## src/rtl/piso_tx_if.sv

```systemverilog
// piso_tx_if: parallel-load / serial-out handshake bundle.
// master drives the word and load; slave returns the serial stream.
interface piso_tx_if #(
    parameter int WIDTH = 3
);
    logic [WIDTH-1:0] d_par;
    logic             load;
    logic             ready;
    logic             q_ser;
    logic             q_valid;
    logic             done;

    modport master (
        output d_par, load,
        input  ready, q_ser, q_valid, done
    );

    modport slave (
        input  d_par, load,
        output ready, q_ser, q_valid, done
    );
endinterface

```

## src/rtl/piso_tx.sv

```systemverilog
// piso_tx: parallel-in serial-out transmitter, IDLE/SHIFT FSM.
// Outputs decode registered state only; back-to-back words stream gaplessly.
module piso_tx #(
    parameter int WIDTH     = 3,
    parameter bit LSB_FIRST = 1'b0
) (
    input logic     clk,
    input logic     rst,
    piso_tx_if.slave bus
);
    localparam int CW = (WIDTH > 1) ? $clog2(WIDTH) : 1;
    localparam logic [CW-1:0] LAST = CW'(WIDTH - 1);

    typedef enum logic {
        IDLE  = 1'b0,
        SHIFT = 1'b1
    } state_t;

    state_t           state;
    state_t           state_nx;
    logic [WIDTH-1:0] sreg;
    logic [CW-1:0]    cnt;
    logic             last;
    logic             accept;

    assign last   = (state == SHIFT) && (cnt == LAST);
    assign accept = bus.load && bus.ready;

    // Output decode from registered state, counter and shift register.
    always_comb begin
        bus.ready   = 1'b1;
        bus.q_valid = 1'b0;
        bus.q_ser   = 1'b0;
        bus.done    = 1'b0;
        if (state == SHIFT) begin
            bus.ready   = last;
            bus.q_valid = 1'b1;
            bus.q_ser   = LSB_FIRST ? sreg[0] : sreg[WIDTH-1];
            bus.done    = last;
        end
    end

    // Next-state: accept enters/stays in SHIFT, word end without load idles.
    always_comb begin
        state_nx = state;
        unique case (state)
            IDLE: begin
                if (accept) state_nx = SHIFT;
            end
            SHIFT: begin
                if (accept)    state_nx = SHIFT;
                else if (last) state_nx = IDLE;
            end
            default: state_nx = IDLE;
        endcase
    end

    // State register with synchronous active-low reset.
    always_ff @(posedge clk) begin
        if (!rst) state <= IDLE;
        else      state <= state_nx;
    end

    // Datapath: capture on accept, otherwise shift one bit per SHIFT cycle.
    always_ff @(posedge clk) begin
        if (!rst) begin
            sreg <= '0;
            cnt  <= '0;
        end else if (accept) begin
            sreg <= bus.d_par;
            cnt  <= '0;
        end else if (state == SHIFT && !last) begin
            sreg <= LSB_FIRST ? (sreg >> 1) : (sreg << 1);
            cnt  <= cnt + CW'(1);
        end
    end
endmodule

```

## src/flat_wrapper.sv

```systemverilog
// flat-port wrapper written by rule: the top's interface ports become plain ports
module piso_tx_flat 
#(
    parameter int WIDTH     = 3,
    parameter bit LSB_FIRST = 1'b0
)
  (clk, rst, bus_d_par, bus_load, bus_ready, bus_q_ser, bus_q_valid, bus_done);
  piso_tx_if #(.WIDTH(WIDTH)) bus_i ();
  input logic clk;
  input logic rst;
  input wire logic [$bits(bus_i.d_par)-1:0] bus_d_par;
  input wire logic [$bits(bus_i.load)-1:0] bus_load;
  output wire logic [$bits(bus_i.ready)-1:0] bus_ready;
  output wire logic [$bits(bus_i.q_ser)-1:0] bus_q_ser;
  output wire logic [$bits(bus_i.q_valid)-1:0] bus_q_valid;
  output wire logic [$bits(bus_i.done)-1:0] bus_done;
  assign bus_i.d_par = bus_d_par;
  assign bus_i.load = bus_load;
  assign bus_ready = bus_i.ready;
  assign bus_q_ser = bus_i.q_ser;
  assign bus_q_valid = bus_i.q_valid;
  assign bus_done = bus_i.done;
  piso_tx #(.WIDTH(WIDTH), .LSB_FIRST(LSB_FIRST)) u_core (.clk(clk), .rst(rst), .bus(bus_i));
endmodule
```

## config.mk

```make
export PLATFORM = sky130hd
export DESIGN_NAME = piso_tx_flat
export DESIGN_NICKNAME = d
export VERILOG_FILES = /design/src/rtl/piso_tx_if.sv /design/src/rtl/piso_tx.sv /design/src/flat_wrapper.sv
export SDC_FILE = /design/constraint.sdc
export NUM_CORES = 1
export LEC_CHECK = 0
export CORE_AREA = 5 5 42 44
export DETAILED_ROUTE_END_ITERATION = 8
export DIE_AREA = 0 0 47 49
export PLACE_DENSITY = 0.51
export SYNTH_ARGS = -nofsm -noshare
export SYNTH_HDL_FRONTEND = slang
export SYNTH_SLANG_ARGS = --single-unit
```

## constraint.sdc

```tcl
create_clock -name clk -period 1.4 [get_ports clk]
set_input_delay 0.21 -clock clk [delete_from_list [all_inputs] [get_ports clk]]
set_output_delay 0.21 -clock clk [all_outputs]
set_load 0.05 [all_outputs]
```

==> run summary <==
status - finished clean
layout cells sized above 1 - 44.2%
area added between synthesis and finish - 69.4%
setup TNS - 0 ns
CP Capture Type - primary output
hold path startpoint - u_core.sreg[0]$_SDFFE_PN0P_
Reg clk slew, reported paths - 0.04 ns
Hold Path Sink - u_core.sreg[0]$_SDFFE_PN0P_
kind of critical path - flip-flop to primary output
WL/cell - 10.1 µm
Synth cell types - 17
CP Data Required Time - 1.19 ns
All-Layer GR Usage - 6.49%
post-synthesis simple-gate area fraction - 23.1%
P per Cell Area - 969 nW/µm²
Max IR drop VDD - 0.566 mV
crit path max fanout - 2
multiplexer share of the synthesized area - 10.5%
CTS H-tree depth - 1
Rows - 14
sequential fraction of the synthesis area - 41.9%
vias per inst - 4.07
Routed Antenna Nets - 0
number of buffers created by CTS - 3
Ports - 10
Routed WL - 595 µm
fillers - 158
vias in the first global route - 219
Post-Syn Area - 287 µm²
dpl cell area - 419 µm²
Horiz. Die Dim - 47 µm
Compound-Gate Fraction of Synth Area - 14.8%
type of the tightest min-delay check - flip-flop to flip-flop
Final Cell Area - 485 µm²
Leak - 0.199 nW
RSZ-0062 raised after global routing - no
Max clock buf depth - 2
Die H - 49 µm
CTS tree - built
Yosys warnings - 0
Detailed Routing Iterations Pass 1 - 2
Pins Over Slew Limit - 0
end-of-flow core utilization - 34.6%
adder-cell share of the synthesized area - 4.37%
MaxCap Viol Count - 0
RR Startpoint - u_core.cnt[0]$_SDFFE_PP0P_
post-route DRC violation count - 0
largest family of logic cells by synthesized area - simple AND/OR/NAND/NOR gates
Post-Synth XOR/XNOR Area - 0%
hold depth - 2
pin slew with the least headroom to its limit - 0.268 ns
Gate Count Post-Synth - 29
Initial Utilization - 20.4%
Port Buf Inserts - 9
Placer Congestion - 0.685
DR iter-0 viols - 1
syn avg cell area - 9.88 µm²
period utilization - 95.1%
cts hold-fix bufs - 0
Arrival @ worst endpoint - 1.12 ns
Worst Clk Skew - 0.00621 ns
Worst R2R Setup Slack - 0.25 ns
min Tclk post-route - 1.33 ns
CP Launch Type - flip-flop
vias after detailed routing - 240
nets@finish - 52
dpl ws - 0.118 ns
met3 routed WL - 74 µm
Yosys reg bits - 6
Top Metal Used - met3
Worst R2R Path Depth - 7
Fin. Hold Viols - 0
met2 WL post-DR - 276 µm
global-route wire length before repair - 1.01 mm
syn nets - 36
diode count - 0
CTS Root Cell - clkbuf_4
WL met1 - 245 µm
Worst R2R End - u_core.sreg[1]$_SDFFE_PN0P_
Core ar. - 1400 µm²
Rel. slew slack - 82.1%
total die area - 2300 µm²
Max Clock Freq - 751 MHz
initial antenna violation count - 0
Final Setup Violations - 0
grt total ovfl - 0
largest net degree at the start of global routing - 8
most frequent cells in the layout - 5 x clkdlybuf4s50_1, 5 x dfxtp_1
final worst setup slack - 0.0686 ns
hpwl dp - 411 µm
Skew-Pair Late Insertion Delay - 0.24 ns
clock sink count - 6
[final cells by class]
class | instances | area [µm²] | share of cell area, %
tap | 16 | 20.0 | 4.12
inverter | 2 | 10.0 | 2.06
clock buffer | 3 | 22.5 | 4.64
multi-input combinational | 20 | 164 | 33.8
timing repair buffer | 12 | 148 | 30.4
sequential | 6 | 121 | 25.0
[flip-flops by register name, summed over array words and instances (netlist names)]
| signal | count |
|---|---|
| u_core.state | 1 |
| u_core.cnt | 2 |
| u_core.sreg | 3 |
[logic make-up after synthesis]
| kind of cell | Yosys count |
|---|---|
| AND/OR/NAND/NOR | 9 |
| AO/OA/AOI/OAI | 7 |
| flip-flops | 6 |
| buffers and inverters | 3 |
| multiplexers | 3 |
| adder cells (fa/ha/maj) | 1 |
[cells in the mapped netlist (all sizes together)]
cell type  n  area (µm²)
dfxtp      6         120
mux2i      3        30.0
nor2       3        21.3
o21a       3        22.5
a21oi      2        10.0
and2       2        15.0
inv        2        10.0
o21ai      2        10.0
buf        1        5.00
ha         1        12.5
nand2      1        3.75
nor2b      1        13.8
nor3       1        5.00
nor3b      1        7.51
[where the power goes]
| part | internal [mW] | total [mW] | switching (mW) |
|---|---|---|---|
| clock network | 0.0969 | 0.158 | 0.0608 |
| logic | 0.0637 | 0.121 | 0.0570 |
| registers | 0.184 | 0.192 | 0.00793 |
| total | 0.344 | 0.470 | 0.126 |
[routing by layer]
metal,track usage (%),vias up
met3,7.38,0
met5,0,-
met4,1.38,0
met1,7.74,101
met2,7.69,10
li1,-,129
[repair_timing]
item,in CTS,in global routing
setup buffers,2,1
endpoints found under the setup margin,2,2
pin swaps,0,1
gates resized for setup,4,2
hold endpoints to repair,0,0
[worst max-delay path by stage]
stage | slack (ns) | end | start | depth (start not counted)
after detailed placement | 0.12 | bus_ready | u_core.cnt[0]$_SDFFE_PP0P_ | 5
after global placement | 0.12 | bus_ready | u_core.cnt[0]$_SDFFE_PP0P_ | 5
after CTS | 0.002 | bus_done | u_core.cnt[0]$_SDFFE_PP0P_ | 4
after global routing | 0.01 | bus_done | u_core.cnt[0]$_SDFFE_PP0P_ | 4
after floorplan | 0.07 | u_core.sreg[1]$_SDFFE_PN0P_ | u_core.state$_SDFF_PN0_ | 4
final | 0.07 | bus_done | u_core.cnt[0]$_SDFFE_PP0P_ | 4
[through the flow]
step / power (mW) / std cells / hold WS (ns)
3_5_place_dp: 0.297 / 53 / 0.501
5_1_grt: 0.507 / 59 / 0.546
4_1_cts: 0.473 / 58 / 0.512
3_3_place_gp: 0.297 / 53 / 0.505
6_report: 0.470 / 59 / 0.502
2_1_floorplan: 0.256 / 29 / 0.324
[worst max-delay path, cell delays in order, from the launching register on]
cell     delay (ns)
dfxtp_2        0.33
inv_2          0.05
ha_4           0.16
and2_2         0.20
buf_12         0.15
(Power assumes the default switching activity.)
